**src/rtl/seg7_pkg.sv**
```systemverilog
// Seven-segment shared constants: segment bit positions and hex glyph table.
// Patterns are true polarity, bit0=a .. bit6=g.
package seg7_pkg;

    localparam int SEG_W = 7;

    localparam int SEG_A = 0;
    localparam int SEG_B = 1;
    localparam int SEG_C = 2;
    localparam int SEG_D = 3;
    localparam int SEG_E = 4;
    localparam int SEG_F = 5;
    localparam int SEG_G = 6;

    // Index 15 is leftmost in the concatenation.
    localparam logic [15:0][SEG_W-1:0] SEG_TABLE = {
        7'h71, 7'h79, 7'h5E, 7'h39,
        7'h7C, 7'h77, 7'h6F, 7'h7F,
        7'h07, 7'h7D, 7'h6D, 7'h66,
        7'h4F, 7'h5B, 7'h06, 7'h3F
    };

endpackage

```
**src/rtl/seg7_hex_decode.sv**
```systemverilog
// Combinational hex nibble to seven-segment glyph, true polarity.
// Pure table lookup into the shared glyph table.
module seg7_hex_decode
    import seg7_pkg::*;
(
    input  logic [3:0]       nibble,
    output logic [SEG_W-1:0] seg
);

    assign seg = SEG_TABLE[nibble];

endmodule

```
**src/rtl/seven_seg_scan_mux.sv**
```systemverilog
// Multiplexed seven-segment scanner with frame-shadowed inputs,
// leading-zero blanking, per-digit enable and PWM brightness.
module seven_seg_scan_mux
    import seg7_pkg::*;
#(
    parameter int N_DIGITS = 4,
    parameter int DIV_LOG2 = 10
) (
    input  logic                  i_clk,
    input  logic                  i_rst_n,
    input  logic [4*N_DIGITS-1:0] i_value,
    input  logic [N_DIGITS-1:0]   i_dp,
    input  logic [N_DIGITS-1:0]   i_digit_en,
    input  logic                  i_lz_blank,
    input  logic [3:0]            i_brightness,
    input  logic                  i_invert_seg,
    input  logic                  i_invert_dig,
    output logic [SEG_W-1:0]      o_seg,
    output logic                  o_dp,
    output logic [N_DIGITS-1:0]   o_digit,
    output logic                  o_frame_start
);

    localparam int IW = (N_DIGITS > 1) ? $clog2(N_DIGITS) : 1;

    logic [DIV_LOG2-1:0]   cnt;
    logic [IW-1:0]         idx;
    logic [4*N_DIGITS-1:0] sh_value;
    logic [N_DIGITS-1:0]   sh_dp;
    logic [N_DIGITS-1:0]   sh_en;
    logic                  sh_lz;
    logic [3:0]            sh_bri;

    logic                  load;
    logic                  wrap;
    logic [3:0]            phase;
    logic [3:0]            nib;
    logic                  dp_sel;
    logic                  en_sel;
    logic                  blank;
    logic                  lead;
    logic                  lit;
    logic [N_DIGITS-1:0]   sel;
    logic [SEG_W-1:0]      pat;

    assign load  = (cnt == '0) && (idx == '0);
    assign wrap  = &cnt;
    assign phase = cnt[DIV_LOG2-1 -: 4];

    always_ff @(posedge i_clk) begin
        if (!i_rst_n) begin
            cnt <= '0;
            idx <= '0;
        end else begin
            cnt <= cnt + DIV_LOG2'(1);
            if (wrap)
                idx <= (idx == IW'(N_DIGITS-1)) ? '0 : idx + IW'(1);
        end
    end

    // Inputs are sampled once per frame so a frame never mixes old and new data.
    always_ff @(posedge i_clk) begin
        if (!i_rst_n) begin
            sh_value      <= '0;
            sh_dp         <= '0;
            sh_en         <= '0;
            sh_lz         <= 1'b0;
            sh_bri        <= '0;
            o_frame_start <= 1'b0;
        end else begin
            o_frame_start <= load;
            if (load) begin
                sh_value <= i_value;
                sh_dp    <= i_dp;
                sh_en    <= i_digit_en;
                sh_lz    <= i_lz_blank;
                sh_bri   <= i_brightness;
            end
        end
    end

    // Walk from the top digit down; lead stays set while every nibble so far is zero.
    always_comb begin
        nib    = '0;
        dp_sel = 1'b0;
        en_sel = 1'b0;
        blank  = 1'b0;
        sel    = '0;
        lead   = 1'b1;
        for (int k = N_DIGITS-1; k >= 0; k--) begin
            if (sh_value[k*4 +: 4] != 4'h0)
                lead = 1'b0;
            if (idx == IW'(k)) begin
                nib    = sh_value[k*4 +: 4];
                dp_sel = sh_dp[k];
                en_sel = sh_en[k];
                sel[k] = 1'b1;
                blank  = sh_lz && lead && (k != 0);
            end
        end
    end

    assign lit = en_sel && (phase != 4'h0) && (phase <= sh_bri);

    seg7_hex_decode u_dec (
        .nibble (nib),
        .seg    (pat)
    );

    always_ff @(posedge i_clk) begin
        if (!i_rst_n) begin
            o_seg   <= {SEG_W{i_invert_seg}};
            o_dp    <= i_invert_seg;
            o_digit <= {N_DIGITS{i_invert_dig}};
        end else begin
            o_seg   <= ((lit && !blank) ? pat : '0) ^ {SEG_W{i_invert_seg}};
            o_dp    <= (lit && dp_sel) ^ i_invert_seg;
            o_digit <= (lit ? sel : '0) ^ {N_DIGITS{i_invert_dig}};
        end
    end

endmodule

```
**config.mk**
```make
export PLATFORM = sky130hd
export DESIGN_NAME = seven_seg_scan_mux
export DESIGN_NICKNAME = d
export VERILOG_FILES = /design/src/rtl/seg7_pkg.sv /design/src/rtl/seg7_hex_decode.sv /design/src/rtl/seven_seg_scan_mux.sv
export SDC_FILE = /design/constraint.sdc
export NUM_CORES = 1
export LEC_CHECK = 0
export ABC_AREA = 0
export CORE_MARGIN = 4
export CORE_UTILIZATION = 48
export CTS_CLUSTER_SIZE = 20
export DETAILED_ROUTE_END_ITERATION = 7
export GPL_TIMING_DRIVEN = 0
export PLACE_DENSITY = 0.84
export SYNTH_ARGS = -nofsm -noshare
export SYNTH_HDL_FRONTEND = slang
export SYNTH_HIERARCHICAL = 1
export SYNTH_SLANG_ARGS = --single-unit
```
**constraint.sdc**
```tcl
create_clock -name i_clk -period 2.47 [get_ports i_clk]
set_input_delay 0.494 -clock i_clk [delete_from_list [all_inputs] [get_ports i_clk]]
set_output_delay 0.494 -clock i_clk [all_outputs]
set_load 0.005 [all_outputs]
```
## Word level (Yosys, flattened, before mapping)

Memories as Yosys holds them, arrays and structs flattened.
Cells that the tools add are included.

| storage, ports and cells | value |
|---|---|
| memories kept | 1 |
| logic and storage cells | 68 |
| flip-flop bits (word level) | 54 |
| bits in read-only memories | 112 |
| bits of input ports | 33 |
| output and inout port bits | 13 |

Memory list:

| memory | depth | bits a word | read ports | clocked after Yosys merged registers in | write ports | line | RTL |
|---|---|---|---|---|---|---|---|
| (name not given) | 16 | 7 | 1 | 0 | 0 | seg7_hex_decode.sv:10 | `assign seg = SEG_TABLE[nibble];` |

| operators by class | value |
|---|---|
| mux-type cells | 30 |
| $lt $le $gt $ge | 2 |
| equality and inequality tests | 3 |
| bitwise gates (word level) | 3 |
| reductions and logical operators | 16 |
| add/subtract/negate cells | 2 |

Operators with widths:

| cell | count |
|---|---|
| $mux W4 | 6 |
| $mux W7 | 3 |
| $mux W1 | 20 |
| $reduce_bool A4 Y1 | 4 |
| $add A10 B1 Y10 const B | 1 |
| $logic_not A10 Y1 | 1 |
| $reduce_and A10 Y1 | 1 |
| $logic_and A1 B1 Y1 | 8 |
| $xor A7 B7 Y7 | 1 |
| $lt A4 B5 Y1 const B | 1 |
| $eq A2 B2 Y1 const B | 2 |
| $le A4 B4 Y1 | 1 |
| $xor A4 B4 Y4 | 1 |
| $add A2 B1 Y2 const B | 1 |
| $eq A2 B1 Y1 const B | 1 |
| $logic_not A2 Y1 | 1 |
| $mux W2 | 1 |
| $logic_not A1 Y1 | 1 |
| $xor A1 B1 Y1 | 1 |

## Longest topological paths before layout

| logic depth | value |
|---|---|
| depth in word-level cells | 12 |
| depth in mapped cells | 13 |
| mapped depth without buffers | 12 |

## Modules after synthesis

The synthesis kept the hierarchy.

By module, submodules not included:

| module | cells each | seq. area each (um^2) | instances | area an instance (um^2) |
|---|---|---|---|---|
| seven_seg_scan_mux | 290 | 1,081.0 | 1 | 2,504.9 |
| seg7_hex_decode | 33 | 0.0 | 1 | 287.8 |

## Least setup slack after synthesis

Ideal clock, no wire load.

| path | value |
|---|---|
| path type | reg-to-reg |
| start | register idx[0] |
| end | register o_seg[3] |
| library setup time | 0.134 ns |
| slack | -0.162 ns |
| data required time | 2.336 ns |
| clock period less this slack | 2.632 ns |
| data arrival time | 2.498 ns |
| path buffers | 1 |
| cell stages (with the launch flop) | 13 |
| cell sequence | dfxtp_1 -> inv_1 -> ha_1 -> clkbuf_1 -> nand3b_1 -> a21oi_1 -> a21oi_1 -> o21ai_1 -> inv_1 -> ha_1 -> mux4_1 -> nand3_1 -> xnor2_1 |

| between the ends | value |
|---|---|
| elaborated cells between the ends (all ways) | 25 |
| those cells by class | 3 x eq/ne; 15 x mux; 1 x bitwise; 5 x reduce/logical; 1 x memory |

RTL lines:

| element | line | RTL |
|---|---|---|
| start, declared | seven_seg_scan_mux.sv:27 | `logic [IW-1:0] idx;` |
| start signal, assigned | seven_seg_scan_mux.sv:57 | `idx <= (idx == IW'(N_DIGITS-1)) ? '0 : idx + IW'(1);` |
| $eq A2 B2 Y1 | seven_seg_scan_mux.sv:93 | `if (idx == IW'(k)) begin` |
| $mux W4 (3 in series) | seven_seg_scan_mux.sv:93 |  |
| $mux W4 (*) | seven_seg_scan_mux.sv:93 |  |
| via nib[1] | seven_seg_scan_mux.sv:37 | `logic [3:0] nib;` |
| $mem_v2 Z16 W7 (*) | - |  |
| $mux W7 (not written as such) (*) | seg7_hex_decode.sv:10 |  |
| via pat[3] | seven_seg_scan_mux.sv:44 | `logic [SEG_W-1:0] pat;` |
| $mux W7 (*) | seven_seg_scan_mux.sv:116 | `o_seg <= ((lit && !blank) ? pat : '0) ^ {SEG_W{i_invert_seg}};` |
| $xor A7 B7 Y7 (*) | seven_seg_scan_mux.sv:116 |  |
| $mux W7 (*) | seven_seg_scan_mux.sv:111 | `if (!i_rst_n) begin` |
| end signal, assigned | seven_seg_scan_mux.sv:112 | `o_seg <= {SEG_W{i_invert_seg}};` |
| end signal, assigned | seven_seg_scan_mux.sv:116 |  |
| end, declared | seven_seg_scan_mux.sv:18 | `output logic [SEG_W-1:0] o_seg,` |

Mark *: on every way through the listed nets, which the timed path passes. The rest lies on a longest branch. The select of a mux whose other input is x is not followed.
A chain may end at the register's enable or synchronous reset.

## Worst setup path in the final report

| path | value |
|---|---|
| start | register idx[0] |
| end | register o_seg[4] |

Same word-level chain as after synthesis.

==> impl_metrics.toml <==
[clocking]
numCtsBuffers = 5
clkTransAtPathRegs_ps = 90
root_buffer = "clkbuf_8"
clockBufferDepth = 2
htree_levels = 2
clk_latency_ps = 310
cts_tree = "built"
cts.sinks = 54
hold_buffers = 0

[critical_path]
worstPathRequired_ps = 2660
critical_path_peak_fanout = 7
criticalPathCategory = "register to register"
end_kind = "register"
cp-start-kind = "register"
cp.arrival_ps = 2580

[power_and_ir_drop]
p_leak_nw = 1.38
ir_drop_mv = 0.255
powerDensity_nw_per_um2 = 535

[logic_synthesis]
synth_fp_nets = 373
synth_area_um2 = 2790
synth-edff-count = 0
yosysWarnings = 6
synth.distinct_cells = 45
ys_seq_area_frac = 0.387
ys.flop_type = "dfxtp_1"
syn_inst = 323
ys_ff_latch = 54
syn_avg_cell_area_um2 = 8.65
async_reset_ff_frac = 0

[placed_design]
globalplace.congestion = 0.874
place_area_um2 = 3330
place_inst = 438
portBuffers = 43
dp.final_hpwl_um = 4480

[drt]
drt_wl_total_um = 6240
drt-vias-per-instance = 5.23
ant_nets = 0
dr.pass1.iters = 5
drc = 0
vias = 2400
drtIter0Drc = 60
wl_per_cell_um = 13.6

[global_routing]
antenna_found_initial = 0
grt_pass1_vias = 2184
grt_max_degree = 18
grt-ovfl-total = 0
grt_pass1_wl_um = 9850
grt_usage = 0.169

[run_status]
status = "completed"

[die]
dieWidth_um = 84.3
ios = 46
initial_core_util = 0.501
fp.dieArea_um2 = 7100
coreArea_um2 = 5570
row_count = 27
die_h_um = 84.3

[timing]
max_slew_margin = 0.645
finalHoldViolations = 0
finalSetupViolCount = 0
fin_skew_ps = 3.37
tightest_slew_ps = 533
fin_crit_sh = 0.967
fmax_ghz = 0.419
fin_crit_ps = 2390
slew_viol_final = 0

[final_layout]
layout.nets = 436
area_growth_pct = 30.2
diodes = 0
drive_gt1_frac = 0.158
fin_area_um2 = 3640
stdcell_count = 459

[worst_hold_path]
worstHoldPathType = "register to register"

[job]
max_cap_viol_count = 0
state kept, by name (all words and copies together), names as in the netlist:
signal / cells
sh_en: 4
sh_dp: 4
o_digit: 4
cnt: 10
o_dp: 1
sh_value: 16
o_seg: 7
sh_bri: 4
sh_lz: 1
idx: 2
o_frame_start: 1
kinds of logic (layout without fill, tap and decap cells):
logic type      after synthesis  count (layout)  synth area share
fa+ha+maj                    17              17            0.0762
buf+inv                      35              99            0.0573
compound gates               65              65             0.169
flops                        54              54             0.387
mux                           7               7            0.0323
xor+xnor                     18              18            0.0565
simple gates                127             127             0.222
routing by layer:
layer  part of all wire  GRT usage  routed length (um)
met1               0.44      0.203                2730
met2               0.49      0.290                3090
met3              0.053     0.0432                 332
met4              0.015     0.0599                  92
met5                  0          0                   0
stage by stage:
step / setup slack, ps / setup TNS [ps] / utilization / total power [mW] / hold slack (ps)
6_report: 81.5 / 0 / 0.652 / 1.94 / 458
2_1_floorplan: 0.655 / 0 / - / 1.20 / 430
3_5_place_dp: -280 / -924 / 0.598 / 1.33 / 447
4_1_cts: 16.3 / 0 / 0.630 / 1.93 / 460
5_1_grt: -28.1 / -29.7 / 0.652 / 2.04 / 473
3_3_place_gp: -195 / -452 / 0.598 / 1.32 / 443
power breakdown:
part / internal (mW) / switching (mW) / leakage [nW] / total, mW
combinational: 0.200 / 0.191 / 0.884 / 0.390
sequential: 0.930 / 0.0371 / 0.447 / 0.967
clock: 0.302 / 0.284 / 0.0514 / 0.587
critical path, stage by stage (launching register included):
cell	delay, ps
dfxtp_2	350
buf_6	110
ha_4	120
buf_6	110
nand3b_1	100
a21oi_2	160
a21oi_2	40
o21ai_2	240
inv_2	100
buf_6	140
buf_4	130
ha_1	210
o32a_1	300
nand3_1	90
xnor2_1	80
timing repair:
item                                    4_1_cts  5_1_grt
setup buffers                                 5       10
gates resized for setup                      10       19
endpoints found under the setup margin        6        6
pin swaps                                     3        9
layout make-up:
| class | count | area [um^2] |
|---|---|---|
| plain buffers | 18 | 104 |
| clock buffers | 6 | 72.6 |
| clock inverters | 2 | 37.5 |
| fillers | 442 | 1940 |
| inverters | 15 | 56.3 |
| multi-input cells | 234 | 1640 |
| flip-flops and latches | 54 | 1090 |
| well taps | 72 | 90.1 |
| repair buffers | 58 | 551 |
cells in the mapped netlist (2+ instances only):
cell type / instances / area (um^2)
buf_1: 2 / 7.51
a21oi_1: 15 / 75.1
buf_6: 3 / 33.8
mux2_2: 3 / 33.8
nor3_1: 3 / 15.0
nand2b_1: 2 / 12.5
buf_2: 5 / 25.0
o21ai_0: 3 / 15.0
nor2b_1: 4 / 25.0
and2_1: 7 / 43.8
nand4_1: 2 / 12.5
mux2i_1: 3 / 30.0
dfxtp_1: 54 / 1080
and4_1: 2 / 17.5
or3_1: 3 / 18.8
nand2_1: 77 / 289
clkbuf_1: 10 / 37.5
inv_1: 15 / 56.3
ha_1: 17 / 213
nor4_2: 2 / 25.0
nand3_1: 11 / 55.1
o21ai_1: 6 / 30.0
a21boi_1: 32 / 240
nand3b_1: 5 / 37.5
xnor2_1: 17 / 149
path summary, 6_finish.rpt:
kind	from	end	slack [ps]	cells past startpoint
min reg2reg	sh_bri[3]	sh_bri[3]	460	2
min	sh_bri[3]	sh_bri[3]	460	2
max	idx[0]	o_seg[4]	80	14
max reg2reg	idx[0]	o_seg[4]	80	14
cell usage in the layout, fill, tap and decap left out, types with 8 or more instances in the layout:
cell type        synthesis  final
buf_4                    0     13
clkbuf_1                10      8
xnor2_1                 17     17
nand2_1                 77     77
a21boi_1                32     32
nand3_1                 11     11
dfxtp_1                 54     52
clkdlybuf4s50_1          0     43
inv_1                   15     12
ha_1                    17     10
a21oi_1                 15     12
Note: power is estimated with default switching activity, not from simulation.
